--- src/rtl/vec_alu_pkg.sv ---
// Shared types for the time-multiplexed vector ALU: opcodes, FSM states and
// a counter-width helper.
package vec_alu_pkg;

  typedef enum logic [2:0] {
    OP_ADD  = 3'b000,
    OP_SUB  = 3'b001,
    OP_AND  = 3'b010,
    OP_OR   = 3'b011,
    OP_XOR  = 3'b100,
    OP_SLL  = 3'b101,
    OP_SRL  = 3'b110,
    OP_SADD = 3'b111
  } op_t;

  typedef enum logic [1:0] {
    IDLE = 2'd0,
    BUSY = 2'd1,
    DONE = 2'd2
  } state_t;

  // A counter with a single value still needs one bit.
  function automatic int unsigned cnt_width(input int unsigned n);
    return (n > 1) ? $clog2(n) : 1;
  endfunction

endpackage

--- src/rtl/vec_lane_alu.sv ---
// One combinational ALU lane: computes a single N-bit element result plus its
// carry and zero flags; a disabled (masked) lane passes operand a through.
module vec_lane_alu
  import vec_alu_pkg::*;
#(
  parameter int N = 20
) (
  input  logic [N-1:0] a,
  input  logic [N-1:0] b,
  input  op_t          op,
  input  logic         en,
  output logic [N-1:0] y,
  output logic         carry,
  output logic         zero
);

  localparam int            SW    = $clog2(N);
  localparam logic [SW:0]   N_LIM = (SW+1)'(N);

  logic [N:0]    sum;
  logic [N:0]    diff;
  logic [SW-1:0] shamt;
  logic          sh_ok;

  assign sum   = {1'b0, a} + {1'b0, b};
  assign diff  = {1'b0, a} - {1'b0, b};
  assign shamt = b[SW-1:0];
  assign sh_ok = ({1'b0, shamt} < N_LIM);

  always_comb begin
    // NOTE: every output gets a default before the case so no path can leave
    // it unassigned, which would otherwise infer a latch.
    y     = '0;
    carry = 1'b0;
    case (op)
      OP_ADD: begin
        y     = sum[N-1:0];
        carry = sum[N];
      end
      OP_SUB: begin
        y     = diff[N-1:0];
        carry = ~diff[N];                 // carry means "no borrow"
      end
      OP_AND:  y = a & b;
      OP_OR:   y = a | b;
      OP_XOR:  y = a ^ b;
      OP_SLL:  y = sh_ok ? (a << shamt) : '0;
      OP_SRL:  y = sh_ok ? (a >> shamt) : '0;
      OP_SADD: begin
        y     = sum[N] ? '1 : sum[N-1:0];
        carry = sum[N];
      end
      default: begin
        y     = '0;
        carry = 1'b0;
      end
    endcase
    if (!en) begin
      y     = a;
      carry = 1'b0;
    end
  end

  assign zero = (y == '0);

endmodule

--- src/rtl/vector_alu_seq.sv ---
// Time-multiplexed vector ALU: V elements are processed by L lanes over V/L
// passes between a valid/ready operand port and a valid/ready result port.
module vector_alu_seq
  import vec_alu_pkg::*;
#(
  parameter int N = 20,
  parameter int V = 8,
  parameter int L = 2
) (
  input  logic                clk,
  input  logic                rst,
  input  logic                in_valid,
  output logic                in_ready,
  input  logic [V-1:0][N-1:0] A,
  input  logic [V-1:0][N-1:0] B,
  input  logic [2:0]          Operation,
  input  logic [V-1:0]        Mask,
  output logic                out_valid,
  input  logic                out_ready,
  output logic [V-1:0][N-1:0] Result,
  output logic [V-1:0]        Zero,
  output logic                Carry
);

  localparam int P  = V / L;
  localparam int PW = cnt_width(P);

  generate
    if ((V % L) != 0 || N < 2) begin : g_param_check
      $error("vector_alu_seq: V must be a multiple of L and N must be >= 2");
    end
  endgenerate

  state_t              state, state_nxt;
  logic [PW-1:0]       pass_cnt;
  logic [V-1:0][N-1:0] a_q, b_q;
  op_t                 op_q;
  logic [V-1:0]        mask_q;
  logic                accept;
  logic                last_pass;

  logic [L-1:0][N-1:0] lane_a, lane_b, lane_y;
  logic [L-1:0]        lane_en, lane_c, lane_z;

  assign last_pass = (pass_cnt == PW'(P - 1));
  assign accept    = in_valid && in_ready;

  // ---------------------------------------------------------------- FSM
  always_ff @(posedge clk or posedge rst) begin
    if (rst) state <= IDLE;
    else     state <= state_nxt;
  end

  always_comb begin
    state_nxt = state;
    in_ready  = 1'b0;
    out_valid = 1'b0;
    case (state)
      IDLE: begin
        in_ready = !rst;
        if (in_valid && !rst) state_nxt = BUSY;
      end
      BUSY: begin
        if (last_pass) state_nxt = DONE;
      end
      DONE: begin
        out_valid = 1'b1;
        if (out_ready) state_nxt = IDLE;
      end
      default: state_nxt = IDLE;
    endcase
  end

  // ------------------------------------------- operand slice for this pass
  always_comb begin
    lane_a  = '0;
    lane_b  = '0;
    lane_en = '0;
    for (int p = 0; p < P; p++) begin
      if (pass_cnt == PW'(p)) begin
        for (int k = 0; k < L; k++) begin
          lane_a[k]  = a_q[p*L + k];
          lane_b[k]  = b_q[p*L + k];
          lane_en[k] = mask_q[p*L + k];
        end
      end
    end
  end

  generate
    for (genvar k = 0; k < L; k++) begin : g_lane
      vec_lane_alu #(.N(N)) u_lane (
        .a     (lane_a[k]),
        .b     (lane_b[k]),
        .op    (op_q),
        .en    (lane_en[k]),
        .y     (lane_y[k]),
        .carry (lane_c[k]),
        .zero  (lane_z[k])
      );
    end
  endgenerate

  // ------------------------------- capture, pass counter and write-back
  always_ff @(posedge clk or posedge rst) begin
    if (rst) begin
      // NOTE: the operand registers are ordinary flops, not a RAM, so they
      // are cleared on reset along with the result so an aborted vector
      // leaves nothing behind.
      a_q      <= '0;
      b_q      <= '0;
      op_q     <= OP_ADD;
      mask_q   <= '0;
      pass_cnt <= '0;
      Result   <= '0;
      Zero     <= '0;
      Carry    <= 1'b0;
    end else begin
      // NOTE: sequential state uses non-blocking assignments so every
      // register samples the pre-edge values regardless of statement order.
      case (state)
        IDLE: begin
          if (accept) begin
            a_q      <= A;
            b_q      <= B;
            op_q     <= op_t'(Operation);
            mask_q   <= Mask;
            pass_cnt <= '0;
            Zero     <= '0;
            Carry    <= 1'b0;
          end
        end
        BUSY: begin
          for (int i = 0; i < V; i++) begin
            if (pass_cnt == PW'(i / L)) begin
              Result[i] <= lane_y[i % L];
              Zero[i]   <= lane_z[i % L];
            end
          end
          Carry    <= Carry | (|lane_c);
          pass_cnt <= last_pass ? '0 : pass_cnt + 1'b1;
        end
        default: ;
      endcase
    end
  end

endmodule

--- config.mk ---
export PLATFORM = sky130hd
export DESIGN_NAME = vector_alu_seq
export DESIGN_NICKNAME = d
export VERILOG_FILES = /design/src/rtl/vec_alu_pkg.sv /design/src/rtl/vec_lane_alu.sv /design/src/rtl/vector_alu_seq.sv
export SDC_FILE = /design/constraint.sdc
export NUM_CORES = 2
export LEC_CHECK = 0
export ABC_CLOCK_PERIOD_IN_PS = 15000
export BUFFER_PORTS_ARGS = -buffer_cell sky130_fd_sc_hd__clkbuf_2
export CORE_MARGIN = 2
export CORE_UTILIZATION = 28
export CTS_CLUSTER_DIAMETER = 50
export DETAILED_ROUTE_END_ITERATION = 10
export PLACE_DENSITY = 0.57
export SKIP_LAST_GASP = 1
export SLEW_MARGIN = 20
export SYNTH_ARGS = -nofsm -noshare
export SYNTH_HDL_FRONTEND = slang
export SYNTH_SLANG_ARGS = --single-unit
--- constraint.sdc ---
create_clock -name clk -period 15 [get_ports clk]
set_input_delay 0.75 -clock clk [delete_from_list [all_inputs] [get_ports clk]]
set_output_delay 0.75 -clock clk [all_outputs]
set_load 0.01 [all_outputs]
==> Yosys cells after proc, flatten, opt, wreduce, memory -nomap -nowiden <==
Cells that the tools add are included.
W data, S select, Z words.
{ "totals": {"ff_bits": 504, "output_inout_bits": 171, "word_cells": 141} }
{ "classes": {"add_sub_neg": 5, "magnitude_cmp": 2, "n_eq_ne": 19, "shifts": 4, "n_mux": 47, "n_bitwise": 9, "n_reduce_logical": 22} }
{ "op_table": {"columns": ["op", "n"], "rows": [
  ["$mux W40", 8],
  ["$pmux W20 S8", 2],
  ["$mux W20", 8],
  ["$add A20 B20 Y21", 2],
  ["$sub A20 B20 Y21", 2],
  ["$and A20 B20 Y20", 2],
  ["$logic_not A20 Y1", 2],
  ["$or A20 B20 Y20", 2],
  ["$shl A20 B5 Y20", 2],
  ["$shr A20 B5 Y20", 2],
  ["$xor A20 B20 Y20", 2],
  ["$mux W2", 9],
  ["$pmux W8 S2", 1],
  ["$reduce_and A3 Y1", 5],
  ["$ne A2 B2 Y1 const B", 7],
  ["$mux W1", 13],
  ["$eq A3 B3 Y1 const B", 4],
  ["$reduce_and A2 Y1", 6],
  ["$lt A5 B5 Y1 const B", 2],
  ["$mux W8", 1],
  ["$eq A2 B2 Y1 const B", 3],
  ["$eq A3 B2 Y1 const B", 2],
  ["$pmux W1 S2", 3],
  ["$pmux W2 S3", 1],
  ["12 further kinds", 17]
]} }

==> Longest topological paths before layout <==
{ "depth": {"depth_word": 12, "depth_mapped": 28, "mapped_depth_nobuf": 22} }

==> Modules after synthesis <==
Synthesis repeated with hierarchy kept, for this count alone.
{ "hier_totals": {"hier_cells": 3123, "hier_area_um2": 32743.9} }
{ "modules_own_cells": {"columns": ["module", "n_inst", "cells_per_inst", "area_each_um2", "seq_area_each_um2"], "rows": [
  ["vector_alu_seq", 1, 1476, 21225.4, 12612.1],
  ["vec_lane_alu (g_lane[1].u_lane)", 1, 860, 5919.4, 0.0],
  ["vec_lane_alu (g_lane[0].u_lane)", 1, 787, 5599.1, 0.0]
]} }

==> Worst setup path before layout <==
No wires, ideal clock.
{ "synth_timing": {"path_kind": "flip-flop to flip-flop", "startpoint": "reg pass_cnt[0]", "endpoint": "reg Zero[1]", "arrival_ns": 5.397, "slack_ns": 9.526, "stages_incl_launch_ff": 25, "path_buffers": 9, "path_cell_list": "dfrtp_1 > ha_1 > buf_6 > buf_2 > buf_2 > buf_4 > buf_4 > buf_2 > buf_1 > buf_1 > nor2_1 > a21o_1 > ha_1 > clkbuf_1 > nand4_1 > nor3b_1 > a21oi_1 > a221oi_1 > o21ai_0 > a31o_2 > xnor2_1 > a21oi_1 > a32oi_1 > or4_1 > o21ai_1"} }
{ "synth_between": {"elab_chain_len": 12, "word_cells_on_any_way": 34, "cone_classes": "add/sub: 2; order compare: 1; eq/ne: 4; shift: 2; mux: 19; bitwise: 3; reduce/logical: 3"} }
{ "synth_rtl": {"columns": ["element", "line_no", "rtl"], "rows": [
  ["start, declared", "vector_alu_seq.sv:35", "logic [PW-1:0] pass_cnt;"],
  ["start signal, assigned", "vector_alu_seq.sv:141", "pass_cnt <= last_pass ? '0 : pass_cnt + 1'b1;"],
  ["$logic_not A2 Y1", "vector_alu_seq.sv:80, vector_alu_seq.sv:135", null],
  ["$mux W40 (4 in a row)", "vector_alu_seq.sv:80", "if (pass_cnt == PW'(p)) begin"],
  ["$add A20 B20 Y21 (tied with other cells)", "vec_lane_alu.sv:25", "assign sum = {1'b0, a} + {1'b0, b};"],
  ["$mux W20 (on tied branches)", "vec_lane_alu.sv:50, vec_lane_alu.sv:47, vec_lane_alu.sv:48", null],
  ["$pmux W20 S8", "vec_lane_alu.sv:35", "case (op)"],
  ["$mux W20", "vec_lane_alu.sv:58", "if (!en) begin"],
  ["$logic_not A20 Y1", "vec_lane_alu.sv:64", "assign zero = (y == '0);"],
  ["$mux W1", "vector_alu_seq.sv:135", "if (pass_cnt == PW'(i / L)) begin"],
  ["$pmux W8 S2", "vector_alu_seq.sv:121", "case (state)"],
  ["end signal, assigned by index", "vector_alu_seq.sv:137", "Zero[i] <= lane_z[i % L];"],
  ["end, declared", "vector_alu_seq.sv:21", "output logic [V-1:0] Zero,"]
]} }
Parallel ways exist; a longest one is shown, timed or not. The select of a mux whose other input is x is not followed.
A chain may end at the register's enable or synchronous reset.

==> Final worst setup path <==
{ "layout_timing": {"startpoint": "reg pass_cnt[0]", "endpoint": "reg Zero[7]"} }
{ "layout_between": {"elab_chain_len": 12, "word_cells_on_any_way": 34, "cone_classes": "add/sub: 2; order compare: 1; eq/ne: 4; shift: 2; mux: 19; bitwise: 3; reduce/logical: 3"} }
{ "layout_rtl": {"columns": ["element", "line_no"], "rows": [
  ["$logic_not A2 Y1", "vector_alu_seq.sv:80"],
  ["$mux W40 (4 in a row)", "vector_alu_seq.sv:80"],
  ["$add A20 B20 Y21 (tied with other cells)", "vec_lane_alu.sv:25"],
  ["$mux W20 (on tied branches)", "vec_lane_alu.sv:50, vec_lane_alu.sv:47, vec_lane_alu.sv:48"],
  ["$pmux W20 S8", "vec_lane_alu.sv:35"],
  ["$mux W20", "vec_lane_alu.sv:58"],
  ["$logic_not A20 Y1", "vec_lane_alu.sv:64"],
  ["$mux W1", "vector_alu_seq.sv:135"],
  ["$pmux W8 S2", "vector_alu_seq.sv:121"]
]} }
Parallel ways exist; a longest one is shown, timed or not. The select of a mux whose other input is x is not followed.

==> results.cfg <==
[placement]
dp_hpwl_um = 120000
portBuffers = 505
place_area_mm2 = 0.0369
place.gp.congestion = 1.02

[sta]
max_slew_margin_pct = 26.4
fmax_ghz = 0.133
period_share_pct = 50.2
fin_crit_ps = 7540
drv_slew = 0
setup_viol_count_final = 0
fin_skew_ps = 65.8
tightest_slew_ps = 1100
setup_tns_ps = 0
rsz0062_at_grt = no
hold_violations = 0

[critical_path]
worstSetupEndpointType = flop
timing.critical_path.slowest_cell_delay_ps = 840
worstPathArrival_ps = 8100
rrSetupSlack_ps = 7460
crit_chain = ha_4 > buf_4 > nand2b_1 > o21a_1 > nand2_2 > inv_2 > ha_1 > inv_1 > a221oi_1 > a21oi_1 > a221oi_1 > o21ai_0 > a31o_2 > xnor2_1 > a21oi_1 > a32oi_1 > or4_1 > o21ai_1
path_buf_inv = 3
crit_fanout = 66
worstPathRequired_ps = 15560
cpMaxStageDelayCell = a221oi_1
crit_family = compound AO/OA/AOI/OAI gates
path_class = reg -> reg
worstSetupStartpointType = flop

[status]
status = finished clean

[clocking]
cts_setup_buffers = 0
cts.sinks = 504
htreeDepth = 3
clkTransAtPathRegs_ps = 60
clk_latency_ps = 680
cts_resized = 0
cts-hold-fix-buffers = 0
cts_tree = built
cts-root-buf = clkbuf_16
cts_buffer_depth = 3
numCtsBuffers = 77

[yosys]
synth_xor_area_share_pct = 1.14
synth-edff-count = 0
synth_fa_ha_area_share_pct = 5.02
synth_area_leaders = dfrtp_1 38%, nand2_1 16%, ha_1 4.8%, o21ai_0 3.9%, a21oi_1 3.4%
synth_area_mm2 = 0.0330
synth_mux_area_share_pct = 3.21
synthSimpleGateAreaFrac_pct = 26.1
ys_seq_area_share_pct = 38.2
syn_inst = 4264
syn_nets = 4729
yosysUniqueCellTypes = 103
synth.top_cell.area_share_pct = 38.2
ys.flop_type = dfrtp_1
yosysTopAreaCell = dfrtp_1
avgSynthCellArea_um2 = 7.74
synth_commonest_cells = 1369 x nand2_1, 504 x dfrtp_1, 275 x nor2_1
synth_top_family_by_area = simple AND/OR/NAND/NOR gates
ys_async_sr_fraction_pct = 100
synth-seq-cells = 504
synth_most_common_cell = nand2_1
synth_compound_area_share_pct = 20.6
synth_warnings = 0

[die]
fp.dieH_um = 347
start_util_pct = 28.3
core_mm2 = 0.117
die_area_mm2 = 0.121
die_x_um = 347
io_pins = 506
fp-row-count = 125

[global_route]
grt_max_degree = 118
grt_pass1_vias = 32200
track_usage_pct = 25.3
antenna_found_initial = 16
grt_pass1_wl_um = 228000
grt_overflow = 0

[routing]
avgViaCountPerCell = 5.36
vias = 33400
ant_nets = 0
dr.pass1.iters = 6
drt_iter0_markers = 3229
routed_wl_um = 157000
drc_errors = 0
wl_per_cell_um = 25.3

[cells_and_area]
syn_to_final_growth_pct = 20.1
design_area_mm2 = 0.0396
drive_gt1_share_pct = 18.1
layout.nets = 5097

[job]
maxCapViolCount = 0

[worst_hold_path]
holdCritPathClass = in -> reg
-- cell usage in the layout (no fill, tap or decap), types with 18 or more instances in the layout --
master and instances:
ha_1 122, buf_4 81, o21ai_0 260, o21a_1 22, a22oi_1 26, o31ai_1 20, nand2_1 1364, nand2b_1 18
nor3b_1 23, nor2_1 274, or2_2 21, a31oi_1 20, xnor2_1 37, nand3b_1 32, and2_1 22, mux2_2 26
mux2i_1 74, dfrtp_1 502, o211ai_1 43, o22ai_1 38, clkbuf_16 78, a221oi_1 22, nor3_1 53, a21oi_1 221
o21ai_1 27, nand3_1 63, inv_1 121, a211oi_1 51, nor2b_1 55, a21o_1 47, clkbuf_2 505
-- worst reg2reg max path, delay by kind of cell, from the launching register on --
kind	cells	cell delay, ps
compound gates	9	2900
xor+xnor	1	120
fa+ha+maj	2	850
buf+inv	3	1400
flops	1	500
simple gates	3	1670
-- per-layer routing --
layer / GRT usage [%] / share of wire [%]
met5: 0 / 0.015
met4: 8.31 / 3.4
met3: 5.54 / 8.0
met2: 37.0 / 42
met1: 36.7 / 47
-- sequential cells by signal, summed over array words and instances, names as in the netlist --
| name | count |
|---|---|
| Carry | 1 |
| Result | 160 |
| Zero | 8 |
| a_q | 160 |
| b_q | 160 |
| mask_q | 8 |
| op_q | 3 |
| pass_cnt | 2 |
| state | 2 |
-- logic make-up after synthesis --
kind of cell / count (synthesis)
buf+inv: 434
mux: 102
flops: 504
compound gates: 1023
fa+ha+maj: 130
simple gates: 2028
xor+xnor: 43
-- metrics by stage --
| stage | util, % | worst slack, ps | hold WS (ps) | std cells |
|---|---|---|---|---|
| 2_1_floorplan | - | 177 | 437 | 4264 |
| 4_1_cts | 34.0 | 7670 | 211 | 6219 |
| 5_1_grt | 34.0 | 7110 | 240 | 6228 |
| 3_3_place_gp | 31.7 | 7810 | 453 | 6077 |
| 3_5_place_dp | 31.7 | 7710 | 456 | 6077 |
| 6_report | 34.0 | 7460 | 254 | 6228 |
-- layout make-up --
class / count / area (um^2)
Fill cell: 12500 / 76900
Multi-Input combinational cell: 3326 / 18700
Sequential cell: 504 / 12600
Timing Repair Buffer: 587 / 3150
Clock buffer: 97 / 2110
Tap cell: 1524 / 1910
Clock inverter: 45 / 574
Inverter: 136 / 518
Antenna cell: 9 / 22.5
-- final timing paths --
| check | startpoint | to | depth (start not counted) |
|---|---|---|---|
| max in group asynchronous | rst | b_q[157]$_DFFE_PP0P_ | 4 |
| worst max-delay path | pass_cnt[0]$_DFFE_PP0P_ | Zero[7]$_DFFE_PP0P_ | 18 |
| worst max register to register | pass_cnt[0]$_DFFE_PP0P_ | Zero[7]$_DFFE_PP0P_ | 18 |
| worst min-delay path | A[74] | a_q[74]$_DFFE_PP0P_ | 3 |
| min in group asynchronous | rst | b_q[4]$_DFFE_PP0P_ | 2 |
| worst min register to register | a_q[135]$_DFFE_PP0P_ | a_q[135]$_DFFE_PP0P_ | 2 |
Power is left out: the tool's default activity adds up to more than one toggle a clock period on the data nets, which glitch-free logic cannot reach.
